--- src/rtl/pixel_write_sink.sv ---
// pixel_write_sink: buffers pixel writes from a display controller in an
// 8-entry FIFO and drains them into a framebuffer port whenever scan-out is
// not holding it. The linear address is y*320 + x. Frames are closed by a
// FLUSH/ACK handshake that reports how many pixels were written.
// Optional feature: define PIXEL_BOUNDS_CHECK_EN to reject off-screen writes
// (x >= 320 or y >= 240). Rejected writes raise the sticky overflow flag.
module pixel_write_sink (
  input  logic        clk,
  input  logic        resetn,
  input  logic        wr_en,
  input  logic [8:0]  x_in,
  input  logic [7:0]  y_in,
  input  logic [2:0]  c_in,
  input  logic        frame_done,
  input  logic        mem_busy,
  output logic        mem_we,
  output logic [16:0] mem_addr,
  output logic [2:0]  mem_data,
  output logic        fifo_full,
  output logic        fifo_empty,
  output logic        overflow,
  output logic        frame_ack,
  output logic [16:0] frame_pixels,
  output logic [1:0]  state_out
);

  localparam logic [1:0]  ST_IDLE  = 2'd0;
  localparam logic [1:0]  ST_RUN   = 2'd1;
  localparam logic [1:0]  ST_FLUSH = 2'd2;
  localparam logic [1:0]  ST_ACK   = 2'd3;
  localparam logic [16:0] PIX_MAX  = 17'h1FFFF;

  // Entry layout: x in [19:11], y in [10:3], colour in [2:0].
  logic [19:0] fifo_mem [8];
  logic [2:0]  wr_ptr;
  logic [2:0]  rd_ptr;
  logic [3:0]  count;

  logic [1:0]  state;
  logic [1:0]  state_nxt;
  logic        fd_q;
  logic [16:0] pix_count;
  logic [16:0] pix_inc;

  logic        in_range;
  logic        wr_req;
  logic        pop_fifo;
  logic        accept;
  logic        bypass;
  logic        push;
  logic        drop;
  logic        issue;
  logic [19:0] issue_entry;
  logic [16:0] issue_y;
  logic [16:0] issue_x;
  logic [16:0] issue_addr;
  logic        fd_rise;

`ifdef PIXEL_BOUNDS_CHECK_EN
  assign in_range = (x_in < 9'd320) && (y_in < 8'd240);
`else
  assign in_range = 1'b1;
`endif

  assign fifo_full  = (count == 4'd8);
  assign fifo_empty = (count == 4'd0);
  assign state_out  = state;
  assign fd_rise    = frame_done & ~fd_q;

  // A write into an empty FIFO with the port free bypasses storage and goes
  // straight to the output registers, giving single-cycle write latency.
  assign wr_req   = wr_en & in_range;
  assign pop_fifo = ~fifo_empty & ~mem_busy;
  assign accept   = wr_req & (~fifo_full | pop_fifo);
  assign bypass   = accept & fifo_empty & ~mem_busy;
  assign push     = accept & ~bypass;
  assign drop     = wr_en & ~accept;
  assign issue    = pop_fifo | bypass;

  assign issue_entry = pop_fifo ? fifo_mem[rd_ptr] : {x_in, y_in, c_in};
  assign issue_y     = {9'd0, issue_entry[10:3]};
  assign issue_x     = {8'd0, issue_entry[19:11]};
  // y*320 = y*256 + y*64; 17 bits holds the largest 9-bit x / 8-bit y case.
  assign issue_addr  = (issue_y << 8) + (issue_y << 6) + issue_x;

  assign pix_inc = (mem_we && (pix_count != PIX_MAX)) ? pix_count + 17'd1 : pix_count;

  // Next-state logic for the frame handshake.
  always_comb begin
    // NOTE: default assignment first so no path leaves state_nxt unassigned (no latch).
    state_nxt = state;
    case (state)
      ST_IDLE:  if (fd_rise) state_nxt = ST_ACK;
                else if (accept) state_nxt = ST_RUN;
      ST_RUN:   if (fd_rise) state_nxt = ST_FLUSH;
      ST_FLUSH: if (fifo_empty && !mem_we) state_nxt = ST_ACK;
      default:  state_nxt = ST_IDLE;
    endcase
  end

  // FIFO storage array.
  // NOTE: storage is not reset; pointers and occupancy are, so stale entries are never read.
  always_ff @(posedge clk) begin
    if (push) fifo_mem[wr_ptr] <= {x_in, y_in, c_in};
  end

  // FIFO pointers and occupancy.
  always_ff @(posedge clk or negedge resetn) begin
    if (!resetn) begin
      wr_ptr <= 3'd0;
      rd_ptr <= 3'd0;
      count  <= 4'd0;
    end else begin
      // NOTE: non-blocking assignments so every register samples pre-edge values.
      if (push)     wr_ptr <= wr_ptr + 3'd1;
      if (pop_fifo) rd_ptr <= rd_ptr + 3'd1;
      case ({push, pop_fifo})
        2'b10:   count <= count + 4'd1;
        2'b01:   count <= count - 4'd1;
        default: count <= count;
      endcase
    end
  end

  // Framebuffer port registers: one mem_we cycle per issued entry.
  always_ff @(posedge clk or negedge resetn) begin
    if (!resetn) begin
      mem_we   <= 1'b0;
      mem_addr <= 17'd0;
      mem_data <= 3'd0;
    end else begin
      mem_we <= issue;
      if (issue) begin
        mem_addr <= issue_addr;
        mem_data <= issue_entry[2:0];
      end
    end
  end

  // Sticky overflow flag and frame_done history for edge detection.
  always_ff @(posedge clk or negedge resetn) begin
    if (!resetn) begin
      overflow <= 1'b0;
      fd_q     <= 1'b0;
    end else begin
      if (drop) overflow <= 1'b1;
      fd_q <= frame_done;
    end
  end

  // Frame state, acknowledge pulse and pixel accounting. The count is
  // snapshotted on entry to ACK so frame_pixels is valid alongside frame_ack;
  // a write issued during ACK lands in the freshly cleared count.
  always_ff @(posedge clk or negedge resetn) begin
    if (!resetn) begin
      state        <= ST_IDLE;
      frame_ack    <= 1'b0;
      frame_pixels <= 17'd0;
      pix_count    <= 17'd0;
    end else begin
      state     <= state_nxt;
      frame_ack <= (state_nxt == ST_ACK);
      if (state_nxt == ST_ACK) begin
        frame_pixels <= pix_inc;
        pix_count    <= 17'd0;
      end else begin
        pix_count <= pix_inc;
      end
    end
  end

endmodule

--- config.mk ---
export PLATFORM = sky130hd
export DESIGN_NAME = pixel_write_sink
export DESIGN_NICKNAME = d
export VERILOG_FILES = /design/src/rtl/pixel_write_sink.sv
export SDC_FILE = /design/constraint.sdc
export NUM_CORES = 1
export LEC_CHECK = 0
export CORE_MARGIN = 5
export CORE_UTILIZATION = 45
export DETAILED_ROUTE_END_ITERATION = 12
export PLACE_DENSITY = 0.75
export SLEW_MARGIN = 15
export SYNTH_ARGS = -nofsm -noshare
export SYNTH_HDL_FRONTEND = slang
export SYNTH_SLANG_ARGS = --single-unit
--- constraint.sdc ---
create_clock -name clk -period 4.5 [get_ports clk]
set_input_delay 0.45 -clock clk [delete_from_list [all_inputs] [get_ports clk]]
set_output_delay 0.45 -clock clk [all_outputs]
set_load 0.01 [all_outputs]
# Yosys cells after proc, flatten, opt, wreduce, memory -nomap -nowiden

Memory sizes are Yosys's and may differ from the RTL's.
Cells that the tools add are included.

Multiplexer cells: 11
Equal/unequal tests: 7
Reduce and logical (&&, ||, !) cells: 6
Bitwise logic cells: 15
$add $sub $neg: 7

Operators by type and width:

| cell                  | count |
|---|---|
| $mux 17               | 2 |
| $mux 20               | 1 |
| $add 16x14->17        | 1 |
| $add 17x1->17 const B | 1 |
| $add 17x9->17         | 1 |
| $ne 17x17->1 const B  | 1 |
| $mux 2                | 4 |
| $pmux 4 s2            | 1 |
| $and 1x1->1           | 7 |
| $add 3x1->3 const B   | 2 |
| $eq 2x2->1 const B    | 3 |
| $not 1->1             | 6 |
| $pmux 2 s3            | 1 |
| $add 4x1->4 const B   | 1 |
| $eq 2x1->1 const B    | 2 |
| $eq 4x4->1 const B    | 1 |
| $logic_not 4->1       | 1 |
| $sub 4x1->4 const B   | 1 |
| $logic_and 1x1->1     | 2 |
| $logic_not 2->1       | 1 |
| $mux 1                | 2 |
| $or 1x1->1            | 2 |
| $reduce_bool 2->1     | 1 |
| $logic_not 1->1       | 1 |

Memories kept: 1
Word-level logic and storage cells: 59
Output and inout bits: 44
RAM bits: 160
Bits in registers: 70
Input bits: 25

Memory list:

| name     | words | width | read ports | clocked after memory_dff | wr ports | RTL line | text |
|---|---|---|---|---|---|---|---|
| fifo_mem | 8     | 20    | 1          | 0                        | 1        | 34       | `logic [19:0] fifo_mem [8];` |

# Longest topological paths before layout

Depth in word-level cells: 11
Mapped depth: 16
Depth with buffers taken out: 15

# Least setup slack after synthesis

OpenSTA, ideal clock, no wires.

Path type: reg2reg
Start point: register rd_ptr[0]
End point: register mem_addr[13]
Slack: 0.993 ns
Arrival: 3.412 ns
Required time: 4.405 ns
Library setup time: 0.095 ns
Stages on the path, launching flop included: 16
Path buffers: 3
Path through: dfrtp_1 -> buf_2 -> buf_2 -> buf_2 -> mux4_2 -> mux2i_1 -> a21oi_1 -> ha_1 -> ha_1 -> inv_1 -> fa_1 -> nor2b_1 -> o31a_1 -> o21a_1 -> o21a_1 -> o31ai_1

Word-level cells in the longest chain between the ends: 4

Ends and longest elaborated chain:

| element                | RTL line | text |
|---|---|---|
| start, declared        | 36       | `logic [2:0] rd_ptr;` |
| start signal, assigned | 116      | `if (pop_fifo) rd_ptr <= rd_ptr + 3'd1;` |
| $mem_v2 8x20 (*)       | --       |  |
| $mux 20 (*)            | 80       | `assign issue_entry = pop_fifo ? fifo_mem[rd_ptr] : {x_in, y_in, c_in};` |
| $add 16x14->17         | 84       | `assign issue_addr = (issue_y << 8) + (issue_y << 6) + issue_x;` |
| $add 17x9->17 (*)      | 84       |  |
| end signal, assigned   | 134      | `mem_addr <= issue_addr;` |
| end, declared          | 17       | `output logic [16:0] mem_addr,` |

Mark *: on every way between the ends. The rest lies on a longest branch, timed or not.
A chain may end at the register's enable or synchronous reset.

# Final worst setup path

Start point: register count[1]
End point: register mem_addr[15]

Word-level cells in the longest chain between the ends: 8
Elaborated cells on any way between the ends: 13
Those cells by class: add/sub (2); eq/ne (1); mux (1); bitwise (8); reduce/logical (1)

Ends and longest elaborated chain:

| element                                                | RTL line | text |
|---|---|---|
| start, declared                                        | 37       | `logic [3:0] count;` |
| start signal, assigned                                 | 118      | `2'b10: count <= count + 4'd1;` |
| start signal, assigned                                 | 119      | `2'b01: count <= count - 4'd1;` |
| start signal, assigned                                 | 120      | `default: count <= count;` |
| branches (longest 8 deep; another with $add 16x14->17) | --       |  |

Parallel ways; which one is timed is not known.

==> impl_metrics.env <==
export IMPL_maxCapViolCount=0
export IMPL_port_buffers=68
export IMPL_ys_seq_elements=230
export IMPL_clock_sinks=230
export IMPL_cp_arrival_ns=4.18
export IMPL_top_layer_used="met4"
export IMPL_path_cells="or4_4, inv_2, nor2_2, buf_4, mux2i_1, inv_1, ha_1, ha_1, nand2_1, o21ai_0, o21ai_0, xnor2_1, o21ai_1"
export IMPL_io_pins=69
export IMPL_hold_class="in -> async"
export IMPL_peakVddDrop_uv=427.8
export IMPL_drtPass1Iterations=5
export IMPL_cts_hold_buf=0
export IMPL_grt_max_degree=71
export IMPL_dp_hpwl_mm=12.49
export IMPL_syn_nets=659
export IMPL_start_util=0.4579
export IMPL_syn_area_per_cell_um2=15.83
export IMPL_grt_first_pass_wirelength_mm=30.63
export IMPL_vias=5382
export IMPL_fin_crit_sh=0.8495
export IMPL_clock_latency_ns=0.51
export IMPL_max_slew_margin=0.2806
export IMPL_yosysWarnings=0
export IMPL_synth_cell_types=50
export IMPL_critical_path_buf_inv_count=3
export IMPL_fin_skew_ns=0.01722
export IMPL_via_per_inst=5.442
export IMPL_wirelength_mm=19.40
export IMPL_yosysTopAreaCell="edfxtp_1"
export IMPL_yosysTopAreaCellShare=0.4976
export IMPL_rsz0062_at_grt="false"
export IMPL_drc_errors=0
export IMPL_end_kind="flip-flop"
export IMPL_p_leak_nw=4.206
export IMPL_overflow=0
export IMPL_critPathKind="reg -> reg"
export IMPL_fmax_mhz=261.6
export IMPL_placed_cells=945
export IMPL_chipHeight_um=156.5
export IMPL_grt_pass1_vias=5654
export IMPL_required_ns=4.86
export IMPL_maxSlewViolCount=0
export IMPL_die_width_um=156.5
export IMPL_critPathMaxStageDelay_ns=0.60
export IMPL_slowest_stage="nor2_2"
export IMPL_hold_viol=0
export IMPL_row_count=53
export IMPL_synth_edf_count=160
export IMPL_diodes=0
export IMPL_worst_setup_path_start_kind="flip-flop"
export IMPL_grt_usage=0.1595
export IMPL_final_cell_mix="edfxtp_1, dfrtp_1, clkdlybuf4s50_1, nor2_1, nand2_1"
export IMPL_cts_root_buffer="clkbuf_16"
export IMPL_ys_seq_area_frac=0.6790
export IMPL_syn_inst=610
export IMPL_synthArstFlopShare=0.3043
export IMPL_area_growth_pct=18.78
export IMPL_cp_max_fo=19
export IMPL_ys_flop_type="edfxtp_1"
export IMPL_wl_met2_mm=9.833
export IMPL_dr_first_iter_drc_count=320
export IMPL_worstMarginPinSlew_ns=1.079
export IMPL_cts_buffers=24
export IMPL_cts_setup_buffers=0
export IMPL_gp_congestion=0.7869
export IMPL_htreeDepth=1
export IMPL_final_antenna_net_count=0
export IMPL_routedWlPerCell_um=19.61
export IMPL_setup_viol=0
export IMPL_synth_area_leaders="edfxtp_1, dfrtp_1, mux4_2"
export IMPL_nFillCells=1663
export IMPL_wl_met3_mm=1.151
export IMPL_drive_gt1_frac=0.1821
export IMPL_clk_pin_slew_ns=0.06
export IMPL_cts_tree="built"
export IMPL_status="finished clean"
export IMPL_wl_met1_mm=7.879
export IMPL_core_area_um2=21090
export IMPL_cp_top_family="simple AND/OR/NAND/NOR gates"
export IMPL_dieArea_um2=24490
export IMPL_cts_buffer_depth=3
export IMPL_fin_tns_setup_ns=0
export IMPL_layout_commonest_cell="edfxtp_1"
export IMPL_stdcell_count=989
export IMPL_syn_area_um2=9656
export IMPL_finalCriticalPeriod_ns=3.823
export IMPL_hold_slack_ns=0.03667
export IMPL_cts_resized_gates=0
export IMPL_antenna_found_initial=0
export IMPL_power_density_nw_per_um2=682.5
export IMPL_nNetsFinal=745
export IMPL_fin_total_pwr_mw=7.828
==> sequential cells by signal, indices dropped and copies added (netlist names), 3 cells and up <==
register      cells
rd_ptr            3
mem_addr         17
mem_data          3
frame_pixels     17
pix_count        17
fifo_mem        160
count             4
wr_ptr            3
==> cells by family after synthesis <==
| family | after synthesis | share of synthesized area |
|---|---|---|
| multiplexers | 65 | 0.1205 |
| XOR/XNOR | 29 | 0.02631 |
| AO/OA/AOI/OAI | 85 | 0.05857 |
| buffers and inverters | 39 | 0.01892 |
| flip-flops | 230 | 0.6790 |
| adder cells (fa/ha/maj) | 24 | 0.03265 |
| AND/OR/NAND/NOR | 138 | 0.06402 |
==> stage by stage <==
step	worst slack [ns]	instance area, um^2	utilization
after global routing	0.4333	11470	0.5438
after floorplan	0.9929	9656	-
final	0.6772	11470	0.5438
after detailed placement	0.5831	10690	0.5069
after CTS	0.7117	11470	0.5438
after global placement	0.7225	10690	0.5069
==> final timing paths <==
kind	startpoint	endpoint	slack, ns	cells past startpoint
max in group asynchronous	resetn	rd_ptr[0]$_DFFE_PN0N_	3.78	1
min in group clk	frame_done	fd_q$_DFF_PN0_	0.41	1
min reg2reg	mem_addr[3]$_DFFE_PN0P_	mem_addr[3]$_DFFE_PN0P_	0.49	2
max	count[1]$_DFFE_PN0P_	mem_addr[15]$_DFFE_PN0P_	0.68	13
max reg2reg	count[1]$_DFFE_PN0P_	mem_addr[15]$_DFFE_PN0P_	0.68	13
min	resetn	frame_pixels[3]$_DFFE_PN0P_	0.04	1
==> synth_stat cells, types with 2 or more instances <==
cell	number
buf_6	2
nand2b_1	2
nor4_1	2
a22oi_1	7
a211oi_1	4
a21oi_1	14
mux2_2	10
nor2b_1	3
buf_2	8
inv_1	12
o31ai_1	2
o21a_1	3
dfrtp_1	70
a21o_1	5
fa_1	2
buf_1	2
nand3_1	4
edfxtp_1	160
nand2_1	49
and4_1	3
mux4_2	40
clkbuf_1	11
o21bai_1	2
ha_1	22
nand4_1	3
o21ai_0	26
xnor2_1	12
nor3_1	6
xor2_1	17
a21oi_2	15
nor2_1	57
buf_4	3
mux2i_1	15
==> report_power, final <==
group / leakage (nW) / internal, mW / switching [mW] / total, mW
sequential: 2.32 / 2.75 / 0.320 / 3.07
clock: 0.381 / 1.13 / 0.788 / 1.92
combinational: 1.51 / 1.42 / 1.42 / 2.84
==> routing by layer <==
metal  vias up  GRT usage
li1       2481          -
met1      2711     0.2047
met2       146     0.2792
met3        44    0.02710
met4         0    0.04835
met5         -          0
==> layout make-up <==
cell class | instances | area [um^2] | area share
Inverter | 13 | 48.80 | 0.004255
Sequential cell | 230 | 6558 | 0.5718
Tap cell | 275 | 344.1 | 0.03000
Timing Repair Buffer | 86 | 813.3 | 0.07091
Clock buffer | 28 | 636.9 | 0.05553
Multi-Input combinational cell | 341 | 2927 | 0.2552
Clock inverter | 16 | 141.4 | 0.01233
No activity file was read; power rests on OpenSTA's default activity.
